**config.mk**
```make
export PLATFORM = sky130hd
export DESIGN_NAME = rv_iommu_msi_if_extract_flat
export DESIGN_NICKNAME = d
export VERILOG_FILES = /design/src/rtl/rv_iommu_msi_if_extract_if.sv /design/src/rtl/rv_iommu_msi_if_extract.sv /design/src/flat_wrapper.sv
export SDC_FILE = /design/constraint.sdc
export NUM_CORES = 1
export LEC_CHECK = 0
export ABC_AREA = 1
export ABC_CLOCK_PERIOD_IN_PS = 22000
export BUFFER_PORTS_ARGS = -buffer_cell sky130_fd_sc_hd__buf_2
export CELL_PAD_IN_SITES_DETAIL_PLACEMENT = 1
export CELL_PAD_IN_SITES_GLOBAL_PLACEMENT = 2
export CORE_MARGIN = 4
export CORE_UTILIZATION = 34
export DETAILED_ROUTE_END_ITERATION = 10
export PLACE_DENSITY = 0.84
export SLEW_MARGIN = 20
export SYNTH_ARGS = -nofsm -noshare
export SYNTH_HDL_FRONTEND = slang
export SYNTH_SLANG_ARGS = --single-unit
```
**constraint.sdc**
```tcl
create_clock -name clk_i -period 22 [get_ports clk_i]
set_input_delay 2.2 -clock clk_i [delete_from_list [all_inputs] [get_ports clk_i]]
set_output_delay 2.2 -clock clk_i [all_outputs]
set_load 0.1 [all_outputs]
```
**src/rtl/rv_iommu_msi_if_extract_if.sv**
```systemverilog
// Request/response bundle for the MSI interrupt-file number extractor.
// Both sides use valid/ready: a transfer happens on the rising edge where valid and ready are both high.
interface rv_iommu_msi_if_extract_if #(
  parameter int ADDR_W = 52
);
  logic              req_valid_i;
  logic              req_ready_o;
  logic [ADDR_W-1:0] gpaddr_i;
  logic [ADDR_W-1:0] mask_i;
  logic [ADDR_W-1:0] pattern_i;
  logic              resp_valid_o;
  logic              resp_ready_i;
  logic [ADDR_W-1:0] imsic_num_o;
  logic              is_msi_o;

  modport slave (
    input  req_valid_i, gpaddr_i, mask_i, pattern_i, resp_ready_i,
    output req_ready_o, resp_valid_o, imsic_num_o, is_msi_o
  );

  modport master (
    output req_valid_i, gpaddr_i, mask_i, pattern_i, resp_ready_i,
    input  req_ready_o, resp_valid_o, imsic_num_o, is_msi_o
  );
endinterface

```
**src/rtl/rv_iommu_msi_if_extract.sv**
```systemverilog
// Multi-cycle bit-extract of GPA bits selected by msi_addr_mask into a dense IF number,
// plus an msi_addr_pattern match flag computed at accept time.
module rv_iommu_msi_if_extract #(
  parameter int ADDR_W         = 52,
  parameter int BITS_PER_CYCLE = 13
) (
  input  logic                        clk_i,
  input  logic                        rst_ni,
  input  logic                        flush_i,
  rv_iommu_msi_if_extract_if.slave    bus,
  output logic [1:0]                  state_dbg
);

  localparam int NSTEPS = ADDR_W / BITS_PER_CYCLE;
  localparam int STEP_W = (NSTEPS > 1) ? $clog2(NSTEPS) : 1;
  localparam int IDX_W  = $clog2(ADDR_W + 1);
  localparam int K_W    = (ADDR_W > 1) ? $clog2(ADDR_W) : 1;

  if (ADDR_W % BITS_PER_CYCLE != 0) begin : g_param_err
    $error("ADDR_W must be a multiple of BITS_PER_CYCLE");
  end

  typedef enum logic [1:0] {
    IDLE    = 2'd0,
    EXTRACT = 2'd1,
    DONE    = 2'd2
  } state_e;

  state_e            state_q;
  logic [STEP_W-1:0] step_q;
  logic [IDX_W-1:0]  idx_q;
  logic [ADDR_W-1:0] gpa_q;
  logic [ADDR_W-1:0] mask_q;
  logic [ADDR_W-1:0] num_q;
  logic              msi_q;
  logic              req_ready_q;
  logic              resp_valid_q;

  logic [ADDR_W-1:0] num_nxt;
  logic [IDX_W-1:0]  idx_nxt;
  logic [K_W-1:0]    k;
  logic              last_step;
  logic              msi_in;

  // One slice of the scan: walk the mask bits of this step in ascending order and
  // pack each selected GPA bit into the next free position of the IF number.
  always_comb begin
    num_nxt = num_q;
    idx_nxt = idx_q;
    k       = '0;
    for (int j = 0; j < BITS_PER_CYCLE; j++) begin
      k = K_W'(int'(step_q) * BITS_PER_CYCLE + j);
      if (mask_q[k]) begin
        if (idx_nxt < IDX_W'(ADDR_W)) begin
          num_nxt[idx_nxt[K_W-1:0]] = gpa_q[k];
        end
        idx_nxt = idx_nxt + IDX_W'(1);
      end
    end
  end

  assign last_step = (step_q == STEP_W'(NSTEPS - 1));
  assign msi_in    = (((bus.gpaddr_i ^ bus.pattern_i) & ~bus.mask_i) == '0);

  always_ff @(posedge clk_i or negedge rst_ni) begin
    if (!rst_ni) begin
      state_q      <= IDLE;
      step_q       <= '0;
      idx_q        <= '0;
      gpa_q        <= '0;
      mask_q       <= '0;
      num_q        <= '0;
      msi_q        <= 1'b0;
      req_ready_q  <= 1'b1;
      resp_valid_q <= 1'b0;
    end else if (flush_i) begin
      // Result of a flushed request is dropped; outputs keep their last value.
      state_q      <= IDLE;
      req_ready_q  <= 1'b1;
      resp_valid_q <= 1'b0;
    end else begin
      case (state_q)
        IDLE: begin
          if (bus.req_valid_i && req_ready_q) begin
            gpa_q       <= bus.gpaddr_i & bus.mask_i;
            mask_q      <= bus.mask_i;
            msi_q       <= msi_in;
            num_q       <= '0;
            step_q      <= '0;
            idx_q       <= '0;
            req_ready_q <= 1'b0;
            state_q     <= EXTRACT;
          end
        end
        EXTRACT: begin
          num_q <= num_nxt;
          idx_q <= idx_nxt;
          if (last_step) begin
            resp_valid_q <= 1'b1;
            state_q      <= DONE;
          end else begin
            step_q <= step_q + STEP_W'(1);
          end
        end
        DONE: begin
          if (resp_valid_q && bus.resp_ready_i) begin
            resp_valid_q <= 1'b0;
            req_ready_q  <= 1'b1;
            state_q      <= IDLE;
          end
        end
        default: begin
          state_q      <= IDLE;
          req_ready_q  <= 1'b1;
          resp_valid_q <= 1'b0;
        end
      endcase
    end
  end

  assign bus.req_ready_o  = req_ready_q;
  assign bus.resp_valid_o = resp_valid_q;
  assign bus.imsic_num_o  = num_q;
  assign bus.is_msi_o     = msi_q;
  assign state_dbg        = state_q;

endmodule
```
**src/flat_wrapper.sv**
```systemverilog
// flat-port wrapper written by rule: the top's interface ports become plain ports
module rv_iommu_msi_if_extract_flat 
#(
  parameter int ADDR_W         = 52,
  parameter int BITS_PER_CYCLE = 13
)
  (clk_i, rst_ni, flush_i, state_dbg, bus_req_valid_i, bus_gpaddr_i, bus_mask_i, bus_pattern_i, bus_resp_ready_i, bus_req_ready_o, bus_resp_valid_o, bus_imsic_num_o, bus_is_msi_o);
  rv_iommu_msi_if_extract_if #(.ADDR_W(ADDR_W)) bus_i ();
  input  logic clk_i;
  input  logic rst_ni;
  input  logic flush_i;
  output logic [1:0] state_dbg;
  input wire logic [$bits(bus_i.req_valid_i)-1:0] bus_req_valid_i;
  input wire logic [$bits(bus_i.gpaddr_i)-1:0] bus_gpaddr_i;
  input wire logic [$bits(bus_i.mask_i)-1:0] bus_mask_i;
  input wire logic [$bits(bus_i.pattern_i)-1:0] bus_pattern_i;
  input wire logic [$bits(bus_i.resp_ready_i)-1:0] bus_resp_ready_i;
  output wire logic [$bits(bus_i.req_ready_o)-1:0] bus_req_ready_o;
  output wire logic [$bits(bus_i.resp_valid_o)-1:0] bus_resp_valid_o;
  output wire logic [$bits(bus_i.imsic_num_o)-1:0] bus_imsic_num_o;
  output wire logic [$bits(bus_i.is_msi_o)-1:0] bus_is_msi_o;
  assign bus_i.req_valid_i = bus_req_valid_i;
  assign bus_i.gpaddr_i = bus_gpaddr_i;
  assign bus_i.mask_i = bus_mask_i;
  assign bus_i.pattern_i = bus_pattern_i;
  assign bus_i.resp_ready_i = bus_resp_ready_i;
  assign bus_req_ready_o = bus_i.req_ready_o;
  assign bus_resp_valid_o = bus_i.resp_valid_o;
  assign bus_imsic_num_o = bus_i.imsic_num_o;
  assign bus_is_msi_o = bus_i.is_msi_o;
  rv_iommu_msi_if_extract #(.ADDR_W(ADDR_W), .BITS_PER_CYCLE(BITS_PER_CYCLE)) u_core (.clk_i(clk_i), .rst_ni(rst_ni), .flush_i(flush_i), .bus(bus_i), .state_dbg(state_dbg));
endmodule
```
After elaboration in Yosys (flattened, before gate mapping)
Cells that the tools add are included.

storage, ports and cells
  word-level logic and storage cells = 277
  register bits after elaboration = 169
  output and inout port bits = 57

cells by class
  multiply operators = 1
  multiplexer cells = 150
  reduce and logical (&&, ||, !) cells = 24
  add/sub/neg operators = 26
  eq/ne operators = 10
  $lt $le $gt $ge = 52
  bitwise gates (word level) = 5

operators with widths
  kind                 number
  $mux 52              27
  $bwmux 52            13
  $lt 6x7->1 const B   26
  $bmux 1 s6           26
  $and 52x52->52       2
  $pmux 52 s2          1
  $mux 6               14
  $add 6x1->6 const B  13
  $demux 1 s6          13
  $ge 6x1->1 const B   13
  $lt 6x6->1 const B   13
  $logic_not 52->1     1
  $not 52->52          1
  $xor 52x52->52       1
  $mux 1               45
  $add 6x5->6 const B  5
  $add 6x4->6 const B  4
  $logic_and 1x1->1    15
  $reduce_and 3->1     5
  $add 6x3->6 const B  2
  $mux 2               6
  $pmux 6 s2           1
  $ne 3x2->1 const B   3
  $add 6x2->6 const B  1
  13 further kinds     17

Longest topological paths before layout
  depth in word-level cells = 45
  mapped depth = 66
  mapped depth without buffers = 60

Least setup slack after synthesis
OpenSTA, ideal clock, no wires.

  path type = flip-flop to flip-flop
  from = register u_core.step_q[1]
  to = register u_core.num_q[41], in the netlist u_core.bus.imsic_num_o[41]
  path slack = 12.456 ns
  period minus slack after synthesis = 9.544 ns
  data arrival time = 9.424 ns
  buffers on the path = 8
  stages on the path, launching flop included = 65
  required time = 21.880 ns
  path through = dfrtp_1 -> buf_4 -> inv_4 -> buf_4 -> buf_4 -> clkbuf_1 -> clkbuf_1 -> ha_1 -> inv_2 -> buf_1 -> nand3_1 -> nand3_1 -> nand2_2 -> nand2_4 -> buf_6 -> nand2_2 -> nand2_1 -> inv_1 -> (+29 left out) -> ha_1 -> nand2_1 -> o21ai_1 -> ha_1 -> inv_1 -> nor3_2 -> inv_1 -> nor2_1 -> nand2_1 -> nand2_4 -> nand4_4 -> nand2_4 -> nor2_4 -> buf_4 -> nand2_1 -> nand2_1 -> nand3_1 -> nand2_1

between the ends
  longest elaborated chain between the ends = 45
  elaborated cells on any way between the ends = 200

RTL lines
  element                                               line                            text
  start, declared                                       rv_iommu_msi_if_extract.sv:30   logic [STEP_W-1:0] step_q;
  start signal, assigned                                rv_iommu_msi_if_extract.sv:102  step_q <= step_q + STEP_W'(1);
  $mul 2x4->6 *                                         rv_iommu_msi_if_extract.sv:52   k = K_W'(int'(step_q) * BITS_PER_CYCLE + j);
  branches (longest 42 deep; another with $add 6x1->6)  --
  $mux 52 *                                             rv_iommu_msi_if_extract.sv:53   if (mask_q[k]) begin
  $pmux 52 s2 *                                         rv_iommu_msi_if_extract.sv:82   case (state_q)
  end signal, assigned                                  rv_iommu_msi_if_extract.sv:96   num_q <= num_nxt;
  end, declared                                         rv_iommu_msi_if_extract.sv:34   logic [ADDR_W-1:0] num_q;

Every way passes the cells marked *. The select of a mux whose other input is x is not followed.
A chain may end at the register's enable or synchronous reset.

Worst setup path after layout
  from = register u_core.step_q[0]
  to = register u_core.num_q[38], in the netlist u_core.bus.imsic_num_o[38]

The elaborated chain is that of the path after synthesis.

==> impl_metrics.yaml <==
sta:
  period_share_pct: 52.71
  slew-limit-headroom_pct: 25.33
  finalClockSkew_ns: 0.01424
  finalSetupTns_ns: 0
  rsz0062_at_grt: "no"
  hold_viol_final: 0
  finalMaxSlewViolations: 0
  setup_viol: 0
  max_freq_mhz: 86.23
  worst_pin_slew_ns: 1.118
  period_needed_ns: 11.60
  holdWs_ns: 0.4886
clocking:
  clockBufferDepth: 2
  hold_buffers: 0
  cts_max_level: 4
  post_cts_buffers: 0
  clkSlewWorstSetupHoldPaths_ns: 0.08
  numClockSinks: 169
  cts_buffers: 17
  worstSkewPairLatency_ns: 0.50
  cts_root_buffer: "clkbuf_16"
  cts_tree: "done"
  ctsResizeCount: 0
critical_path:
  cp_max_fo: 79
  cp_num_buf_inv: 8
  slowest_delay_ns: 0.93
  r2r_start: "u_core.step_q[0]"
  reg2reg_slack_ns: 10.40
  slowest_stage: "dfrtp_4"
  crit_type: "flop to flop"
  r2r_cells: 58
  r2r-end: "u_core.bus.imsic_num_o[38]"
  arrival_ns: 11.99
  critPathMostFrequentCell: "nand2_1"
  start_kind: "flop"
  cp-end-kind: "flop"
  cp.required_ns: 22.39
  critical-path-top-delay-family: "simple AND/OR/NAND/NOR gates"
synth:
  yosysMostFrequentCell: "nand2_1"
  yosys_most_used_dff: "dfrtp_1"
  synth.distinct_cells: 69
  seq_area_frac_synth_pct: 15.33
  yosysWarnings: 0
  netlist_instances: 5223
  synthTopCellsByCount: "nand2_1 (1748), nand3_1 (867), nor2_1 (551)"
  synth.largest_area_cell: "nand2_1"
  synth_top_area_share_pct: 23.77
  syn-num-nets: 5406
  syn_avg_cell_area_um2: 5.285
  synth_edf_count: 0
  synth_seq_cells: 169
  synthTopCellsByArea: "nand2_1 (24%), nand3_1 (16%), dfrtp_1 (15%)"
  synth.cell_area_um2: 27600
  async_reset_ff_share_pct: 100.0
routing:
  dr.pass1.iters: 5
  vias: 36750
  drc: 0
  routed_wl_um: 150400
  wl_per_cell_um: 23.92
  viasPerCell: 5.846
  drtAntennaViolNets: 0
  drtIter0Drc: 4155
die:
  ioPinCount: 218
  dieArea_um2: 85800
  start_util_pct: 34.27
  rows: 104
  die_h_um: 292.9
  core_um2: 80550
  fp.dieW_um: 292.9
layout:
  area_growth_pct: 8.060
  drive_above_1_share_pct: 10.29
  num-nets-final: 5396
  diodes: 0
  post-route-util_pct: 37.03
min_path:
  min-delay-start: "u_core.bus.is_msi_o"
  holdPathEnd: "u_core.bus.is_msi_o"
  worstHoldPathCells: 2
  min_path_type: "flop to flop"
grt:
  grt_pass1_wl_um: 223100
  grt_usage_pct: 33.80
  grt_antenna_before_repair: 1
  grt_max_degree: 113
  grt_pass1_vias: 34070
  grt_overflow: 0
job:
  maxCapViolations: 0
status:
  status: "completed"
placement:
  dp_hpwl_um: 120300
  gp_congestion: 1.033
  port_buffers: 217
## state kept, by name, indices dropped and copies added (netlist names)
register	cells
u_core.gpa_q	52
u_core.step_q	2
u_core.bus.req_ready_o	1
u_core.bus.resp_valid_o	1
u_core.state_dbg	2
u_core.bus.imsic_num_o	52
u_core.bus.is_msi_o	1
u_core.mask_q	52
u_core.idx_q	6
## routing by layer
layer  GRT usage, %  wire length, um
met5              0                0
met4          7.851             3930
met3          4.754            12600
met2          47.60            60040
met1          53.44            73800
## worst max-delay path by stage
stage | start | to | slack (ns) | cells after the start
floorplan | u_core.step_q[1] | u_core.bus.imsic_num_o[41] | 12.46 | 64
global placement | u_core.step_q[0] | u_core.bus.imsic_num_o[37] | 11.12 | 57
detailed placement | u_core.step_q[0] | u_core.bus.imsic_num_o[13] | 10.74 | 55
global route | u_core.step_q[0] | u_core.bus.imsic_num_o[45] | 9.59 | 55
CTS | u_core.step_q[0] | u_core.bus.imsic_num_o[38] | 10.66 | 58
finish | u_core.step_q[0] | u_core.bus.imsic_num_o[38] | 10.40 | 58
## worst register-to-register path, delay by kind of cell (launching register included)
kind                     cells  cell delay, ns
AO/OA/AOI/OAI                4            1.09
AND/OR/NAND/NOR             35            4.71
buffers and inverters        8            1.41
flip-flops                   1            0.93
adder cells (fa/ha/maj)     11            3.36
## cells by family (layout without fill, tap and decap cells)
family	after synthesis	after routing	share of synthesized area, %
and+or+nand+nor	3596	3596	57.51
buffers and inverters	733	736	10.76
AOI/OAI and AO/OA	647	647	13.55
DFF	169	169	15.33
xor gates and xnor gates	38	38	1.206
adders and majority gates	22	22	0.9973
muxes	18	18	0.6528
## layout by cell type (no fill, tap or decap), types with 18 or more instances in the layout
master | synthesis | routed
mux2i_1 | 18 | 18
nand3_2 | 21 | 21
o22ai_1 | 26 | 26
nand2_4 | 25 | 25
o21ai_1 | 25 | 23
nor2_2 | 24 | 29
buf_2 | 59 | 216
a31oi_1 | 20 | 20
nand3_1 | 867 | 866
inv_1 | 373 | 372
o211ai_1 | 99 | 99
nand4_1 | 118 | 118
xnor2_1 | 34 | 34
o21ai_0 | 321 | 320
nand2_1 | 1748 | 1748
buf_4 | 22 | 56
nand2_2 | 64 | 64
nor2_1 | 551 | 545
nor3_1 | 120 | 116
a21oi_1 | 99 | 99
ha_1 | 22 | 21
dfrtp_1 | 168 | 166
inv_2 | 40 | 41
## per-stage QoR
| step | instance area, um^2 | setup slack, ns | cells |
|---|---|---|---|
| 2_1_floorplan | 27600 | 12.46 | 5223 |
| 5_1_grt | 29830 | 9.592 | 6286 |
| 6_report | 29830 | 10.40 | 6286 |
| 3_3_place_gp | 29170 | 11.12 | 6254 |
| 3_5_place_dp | 29170 | 10.74 | 6254 |
| 4_1_cts | 29790 | 10.66 | 6286 |
## area by class of cell
cell class,count,area (um^2)
multi-input cells,4321,20500
fillers,11400,50720
clock inverters,15,195.2
well taps,1060,1326
clock buffers,17,425.4
repair buffers,273,1513
flip-flops and latches,169,4235
inverters,431,1628
Power is not shown: default switching activity piles up to over one toggle a cycle in this logic, so the estimate is an artifact.
